File: src/rtl/serializer_pkg.sv
// Shared types for the word serializer: the two-state transmit FSM encoding.
`timescale 1ns/1ps
package serializer_pkg;

  typedef enum logic {
    IDLE  = 1'b0,
    SHIFT = 1'b1
  } state_t;

endpackage

File: src/rtl/word_serializer_if.sv
// Load port and serial bit port of the word serializer, bundled as one interface.
`timescale 1ns/1ps
interface word_serializer_if #(
  parameter int WIDTH = 32
);

  logic             load_valid;
  logic             load_ready;
  logic [WIDTH-1:0] load_data;
  logic             bit_valid;
  logic             bit_ready;
  logic             bit_out;
  logic             bit_last;
  logic             busy;

  // The serializer is the slave of the load side and sources the bit stream.
  modport slave (
    input  load_valid, load_data, bit_ready,
    output load_ready, bit_valid, bit_out, bit_last, busy
  );

  modport master (
    output load_valid, load_data, bit_ready,
    input  load_ready, bit_valid, bit_out, bit_last, busy
  );

endinterface

File: src/rtl/register.sv
// Generic enabled register with synchronous active-high clear.
`timescale 1ns/1ps
module register #(
  parameter int WIDTH = 32
) (
  input  logic             clk,
  input  logic             reset,
  input  logic             en,
  input  logic [WIDTH-1:0] in,
  output logic [WIDTH-1:0] out
);

  always_ff @(posedge clk) begin
    if (reset)
      out <= '0;
    else if (en)
      out <= in;
  end

endmodule

File: src/rtl/word_serializer.sv
// Parallel-in, serial-out transmitter: sends a loaded word LSB first, one bit per
// accepted beat, and can take the next word on the last beat to stream without gaps.
`timescale 1ns/1ps
module word_serializer
  import serializer_pkg::*;
#(
  parameter int WIDTH = 32
) (
  input  logic           clk,
  input  logic           reset,
  word_serializer_if.slave bus
);

  localparam int CNT_W = $clog2(WIDTH);
  localparam logic [CNT_W-1:0] LAST_IDX = CNT_W'(WIDTH - 1);

  state_t           state;
  state_t           state_next;
  logic [CNT_W-1:0] cnt;
  logic [WIDTH-1:0] shift_q;
  logic [WIDTH-1:0] shift_d;
  logic             shift_en;
  logic             is_last;
  logic             load_ready;
  logic             bit_valid;
  logic             load_fire;
  logic             beat;

  assign is_last = (state == SHIFT) && (cnt == LAST_IDX);

  // Handshake outputs; bit_valid is also held low during reset so an aborted
  // word cannot leak a bit in the reset cycle.
  always_comb begin
    load_ready = 1'b0;
    bit_valid  = 1'b0;
    case (state)
      IDLE:    load_ready = !reset;
      SHIFT: begin
        bit_valid  = !reset;
        load_ready = !reset && is_last && bus.bit_ready;
      end
      default: begin
        load_ready = 1'b0;
        bit_valid  = 1'b0;
      end
    endcase
  end

  assign load_fire = bus.load_valid && load_ready;
  assign beat      = bit_valid && bus.bit_ready;

  always_comb begin
    state_next = state;
    case (state)
      IDLE:    if (load_fire) state_next = SHIFT;
      SHIFT:   if (beat && is_last && !load_fire) state_next = IDLE;
      default: state_next = IDLE;
    endcase
  end

  always_ff @(posedge clk) begin
    if (reset)
      state <= IDLE;
    else
      state <= state_next;
  end

  // Counter saturates at the last index; only a new load brings it back to 0.
  always_ff @(posedge clk) begin
    if (reset)
      cnt <= '0;
    else if (load_fire)
      cnt <= '0;
    else if (beat && !is_last)
      cnt <= cnt + CNT_W'(1);
  end

  assign shift_en = load_fire || beat;
  assign shift_d  = load_fire ? bus.load_data : {1'b0, shift_q[WIDTH-1:1]};

  register #(.WIDTH(WIDTH)) u_shift (
    .clk   (clk),
    .reset (reset),
    .en    (shift_en),
    .in    (shift_d),
    .out   (shift_q)
  );

  assign bus.load_ready = load_ready;
  assign bus.bit_valid  = bit_valid;
  assign bus.bit_out    = shift_q[0];
  assign bus.bit_last   = is_last;
  assign bus.busy       = (state == SHIFT);

endmodule

File: src/flat_wrapper.sv
// flat-port wrapper written by rule: the top's interface ports become plain ports
module word_serializer_flat import serializer_pkg::*;
#(
  parameter int WIDTH = 32
)
  (clk, reset, bus_load_valid, bus_load_data, bus_bit_ready, bus_load_ready, bus_bit_valid, bus_bit_out, bus_bit_last, bus_busy);
  word_serializer_if #(.WIDTH(WIDTH)) bus_i ();
  input  logic clk;
  input  logic reset;
  input wire logic [$bits(bus_i.load_valid)-1:0] bus_load_valid;
  input wire logic [$bits(bus_i.load_data)-1:0] bus_load_data;
  input wire logic [$bits(bus_i.bit_ready)-1:0] bus_bit_ready;
  output wire logic [$bits(bus_i.load_ready)-1:0] bus_load_ready;
  output wire logic [$bits(bus_i.bit_valid)-1:0] bus_bit_valid;
  output wire logic [$bits(bus_i.bit_out)-1:0] bus_bit_out;
  output wire logic [$bits(bus_i.bit_last)-1:0] bus_bit_last;
  output wire logic [$bits(bus_i.busy)-1:0] bus_busy;
  assign bus_i.load_valid = bus_load_valid;
  assign bus_i.load_data = bus_load_data;
  assign bus_i.bit_ready = bus_bit_ready;
  assign bus_load_ready = bus_i.load_ready;
  assign bus_bit_valid = bus_i.bit_valid;
  assign bus_bit_out = bus_i.bit_out;
  assign bus_bit_last = bus_i.bit_last;
  assign bus_busy = bus_i.busy;
  word_serializer #(.WIDTH(WIDTH)) u_core (.clk(clk), .reset(reset), .bus(bus_i));
endmodule
File: config.mk
export PLATFORM = sky130hd
export DESIGN_NAME = word_serializer_flat
export DESIGN_NICKNAME = d
export VERILOG_FILES = /design/src/rtl/serializer_pkg.sv /design/src/rtl/word_serializer_if.sv /design/src/rtl/register.sv /design/src/rtl/word_serializer.sv /design/src/flat_wrapper.sv
export SDC_FILE = /design/constraint.sdc
export NUM_CORES = 1
export LEC_CHECK = 0
export BUFFER_PORTS_ARGS = -buffer_cell sky130_fd_sc_hd__buf_4
export CAP_MARGIN = 20
export CORE_MARGIN = 2
export CORE_UTILIZATION = 46
export CTS_CLUSTER_DIAMETER = 150
export DETAILED_ROUTE_END_ITERATION = 8
export GPL_TIMING_DRIVEN = 0
export PLACE_DENSITY_LB_ADDON = 0.08
export SYNTH_ARGS = -nofsm -noshare
export SYNTH_HDL_FRONTEND = slang
export SYNTH_SLANG_ARGS = --single-unit
File: constraint.sdc
create_clock -name clk -period 2.7 [get_ports clk]
set_input_delay 0.54 -clock clk [delete_from_list [all_inputs] [get_ports clk]]
set_output_delay 0.54 -clock clk [all_outputs]
set_load 0.005 [all_outputs]
==> out/summary.txt <==
TIMING
----------------------------------------------------------------------------------
Ratio of final minimum period to clock period .......................        89.9%
Headroom to the max-slew limit ......................................        50.4%
Total setup violations reported at the end of the flow ..............            0
Setup repair after global routing missed its margin .................           no
Layout Skew .........................................................   0.00862 ns
Final period demand of the worst path ...............................      2.43 ns
Count of pins over their slew limit .................................            0
Count of endpoints failing hold in the final timing report ..........            0
Highest clock frequency the design can meet .........................      412 MHz
Pin slew with the least headroom to its limit .......................     0.743 ns
TNS Setup ...........................................................         0 ns

YOSYS
----------------------------------------------------------------------------------
Number of instances in the synthesized netlist ......................          219
Net Count, Synth ....................................................          257
Number of enable-type register cells in the synthesized netlist .....            0
Synthesized flop and latch total ....................................           38
Sequential cell area fraction in the yosys report ...................        38.6%
Warnings, synthesis .................................................            0
Number of library cell types mapped by synthesis ....................           30
Synthesized area per cell ...........................................     9.01 µm²
Largest area contributor in the netlist .............................      dfxtp_1
Post-synthesis instance area ........................................  0.00197 mm²
Dominant synthesized flop cell ......................................      dfxtp_1
Largest cells by area after synthesis ............................... dfxtp_1 (39%), a311oi_2 (23%), nand2_1 (13%)
Ys async rst share ..................................................           0%
Area share of the leading cell type in the synthesized netlist ......        38.6%

CRITICAL PATH
----------------------------------------------------------------------------------
Critical Path RT ....................................................      2.16 ns
Path type of the worst setup path ...................................   reg -> out
Kind of start point of the critical path ............................     register
Critical register-to-register path endpoint ......................... u_core.u_shift.out[13]$_SDFFE_PP0P_
R2R Setup Slk .......................................................      0.68 ns
Reg-to-reg startpoint ............................................... u_core.cnt[0]$_SDFFE_PP0P_
Type of destination of the critical path ............................  output port
Critical-path maximum fanout ........................................           10
CP Data Arrival Time ................................................      1.89 ns
Count of cells along the worst register-to-register path ............            9

CLOCK TREE
----------------------------------------------------------------------------------
CTS tree ............................................................         done
Resized Gates After CTS .............................................            0
H-tree lvl count ....................................................            2
Number of buffers inserted during clock tree synthesis ..............            5
Number of buffers inserted by post-CTS setup repair .................            0
Clock latency on the worst-skew pair ................................      0.29 ns
Number of clock sinks seen by CTS ...................................           38
Total of hold buffers inserted after clock tree synthesis ...........            0
Longest Clk Path Bufs ...............................................            2
CTS clk-pin slew, worst paths .......................................      0.07 ns
Root cell of the clock tree .........................................     clkbuf_8

GLOBAL ROUTING
----------------------------------------------------------------------------------
Initial antenna violation count .....................................            0
Wire length of the first global-routing pass ........................      7430 µm
Overflow left after global routing ..................................            0
Via count of the first global-routing pass ..........................         1648
Aggregate global-route resource usage ...............................        19.0%
Largest net degree at the start of global routing ...................           12

FINISH
----------------------------------------------------------------------------------
Area grow syn2layout ................................................        23.4%
Number of antenna cells inserted ....................................            0
Area of the multi-input gates .......................................  0.00108 mm²
Filler instances ....................................................          370
Most used cells in the layout excluding fill and tap cells .......... nand2_1 (66), buf_4 (41), dfxtp_1 (38)
Register area .......................................................      761 µm²
Leading cell type in the layout, fill and taps excluded .............      nand2_1
Util after Layout ...................................................        60.0%
Net total in the final layout .......................................          305
Share of layout cells above drive strength 1 ........................        35.4%

MIN PATH
----------------------------------------------------------------------------------
Min-delay src ....................................................... u_core.cnt[4]$_SDFFE_PP0P_
Worst Hold End ...................................................... u_core.cnt[4]$_SDFFE_PP0P_
Number of cells traversed by the worst hold path ....................            2
Kind of path behind the tightest hold check .........................   reg -> reg

FLOORPLANNING
----------------------------------------------------------------------------------
Row Count ...........................................................           23
Initial Utilization .................................................        48.6%
I/O pin count .......................................................           41
Height of the chip ..................................................      69.5 µm
DIE AREA ............................................................  0.00483 mm²
Horizontal extent of the die ........................................      69.5 µm
Core box area .......................................................  0.00406 mm²

DETAILED ROUTING
----------------------------------------------------------------------------------
Remaining number of nets flagged by the antenna check after routing .            0
Vias after detailed routing .........................................         1736
Post-route DRC ......................................................            0
Pre-antenna DRT Iters ...............................................            4
Via density .........................................................         5.46
Initial DRC Count ...................................................           62
DRT Wirelength ......................................................      4440 µm
Wire per inst .......................................................      14.0 µm

OUTCOME
----------------------------------------------------------------------------------
Status .............................................................. finished clean

POWER AND IR DROP
----------------------------------------------------------------------------------
Cell leakage power ..................................................     0.874 nW
Total power divided by cell area ....................................   499 mW/mm²
Maximum vdd ir drop .................................................     0.345 mV

PLACEMENT
----------------------------------------------------------------------------------
Port buffer count ...................................................           40
DP Wirelength .......................................................      3100 µm
Last weighted congestion value of the routability-driven placer .....        0.721

JOB
----------------------------------------------------------------------------------
Max cap viols .......................................................            0

## how the worst max path moves through the flow
stage | startpoint | cells past startpoint | slack, ns | to
floorplan | u_core.cnt[0]$_SDFFE_PP0P_ | 6 | 0.75 | bus_load_ready
global placement | u_core.cnt[0]$_SDFFE_PP0P_ | 7 | 0.43 | bus_load_ready
detailed placement | u_core.cnt[0]$_SDFFE_PP0P_ | 7 | 0.41 | bus_load_ready
CTS | u_core.cnt[0]$_SDFFE_PP0P_ | 7 | 0.07 | bus_load_ready
global route | u_core.cnt[0]$_SDFFE_PP0P_ | 7 | 0.15 | bus_load_ready
finish | u_core.cnt[0]$_SDFFE_PP0P_ | 7 | 0.27 | bus_load_ready
## power breakdown
| group | leakage, nW | internal, mW | switching [mW] |
|---|---|---|---|
| sequential | 0.312 | 0.594 | 0.0179 |
| clock | 0.0482 | 0.206 | 0.197 |
| combinational | 0.514 | 0.100 | 0.101 |
## metrics by stage
stage / cell area, µm² / total power, mW / setup slack (ns) / instances / hold slack, ns
after floorplan: 1970 / 0.748 / 0.745 / 219 / 0.441
after global placement: 2340 / 0.822 / 0.430 / 309 / 0.454
after detailed placement: 2340 / 0.825 / 0.405 / 309 / 0.459
after CTS: 2430 / 1.23 / 0.0720 / 317 / 0.470
after global routing: 2430 / 1.26 / 0.150 / 318 / 0.492
final: 2430 / 1.22 / 0.272 / 318 / 0.464
## logic make-up (layout without fill, tap and decap cells)
kind of cell | after synthesis | in the layout | synth area share (%)
AO/OA/AOI/OAI | 41 | 41 | 26.8
XOR/XNOR | 1 | 1 | 0.444
adder cells (fa/ha/maj) | 2 | 2 | 1.27
buffers and inverters | 23 | 72 | 6.47
flip-flops | 38 | 38 | 38.6
AND/OR/NAND/NOR | 114 | 114 | 26.5
## critical path: stages (launching register included)
cell and delay [ns]:
dfxtp_1 0.34, ha_1 0.21, and3_1 0.18, ha_1 0.23, a21boi_4 0.18, buf_2 0.24
nor2_1 0.06, buf_4 0.16
## final cells by class
type / instances / area share, %
multi-input cells: 158 / 44.6
flip-flops and latches: 38 / 31.2
repair buffers: 41 / 12.6
plain buffers: 22 / 5.09
clock buffers: 7 / 3.55
well taps: 50 / 2.57
clock inverters: 1 / 0.206
inverters: 1 / 0.154
## cells in the mapped netlist, types with 2 or more instances
cell type and n:
a21oi_1 5, nand2_1 66, ha_1 2, nor2_1 4, clkbuf_1 8, nor3_1 31
buf_2 9, a311oi_2 30, buf_6 4, or3_1 2, dfxtp_1 38, o21ai_0 2
## per-layer routing
metal	global-route usage [%]	part of all wire, %	wire [µm]	vias to the layer above
li1	-	-	-	882
met1	24.5	48	2120	814
met2	31.6	47	2070	36
met3	4.07	4.7	210	4
met4	6.10	0.95	42	0
met5	0	0	0	-
## sequential cells by signal, summed over array words and instances, names as in the netlist
register            flops
u_core.u_shift.out     32
u_core.cnt              5
u_core.bus.busy         1
No activity file was read; power rests on OpenSTA's default activity.
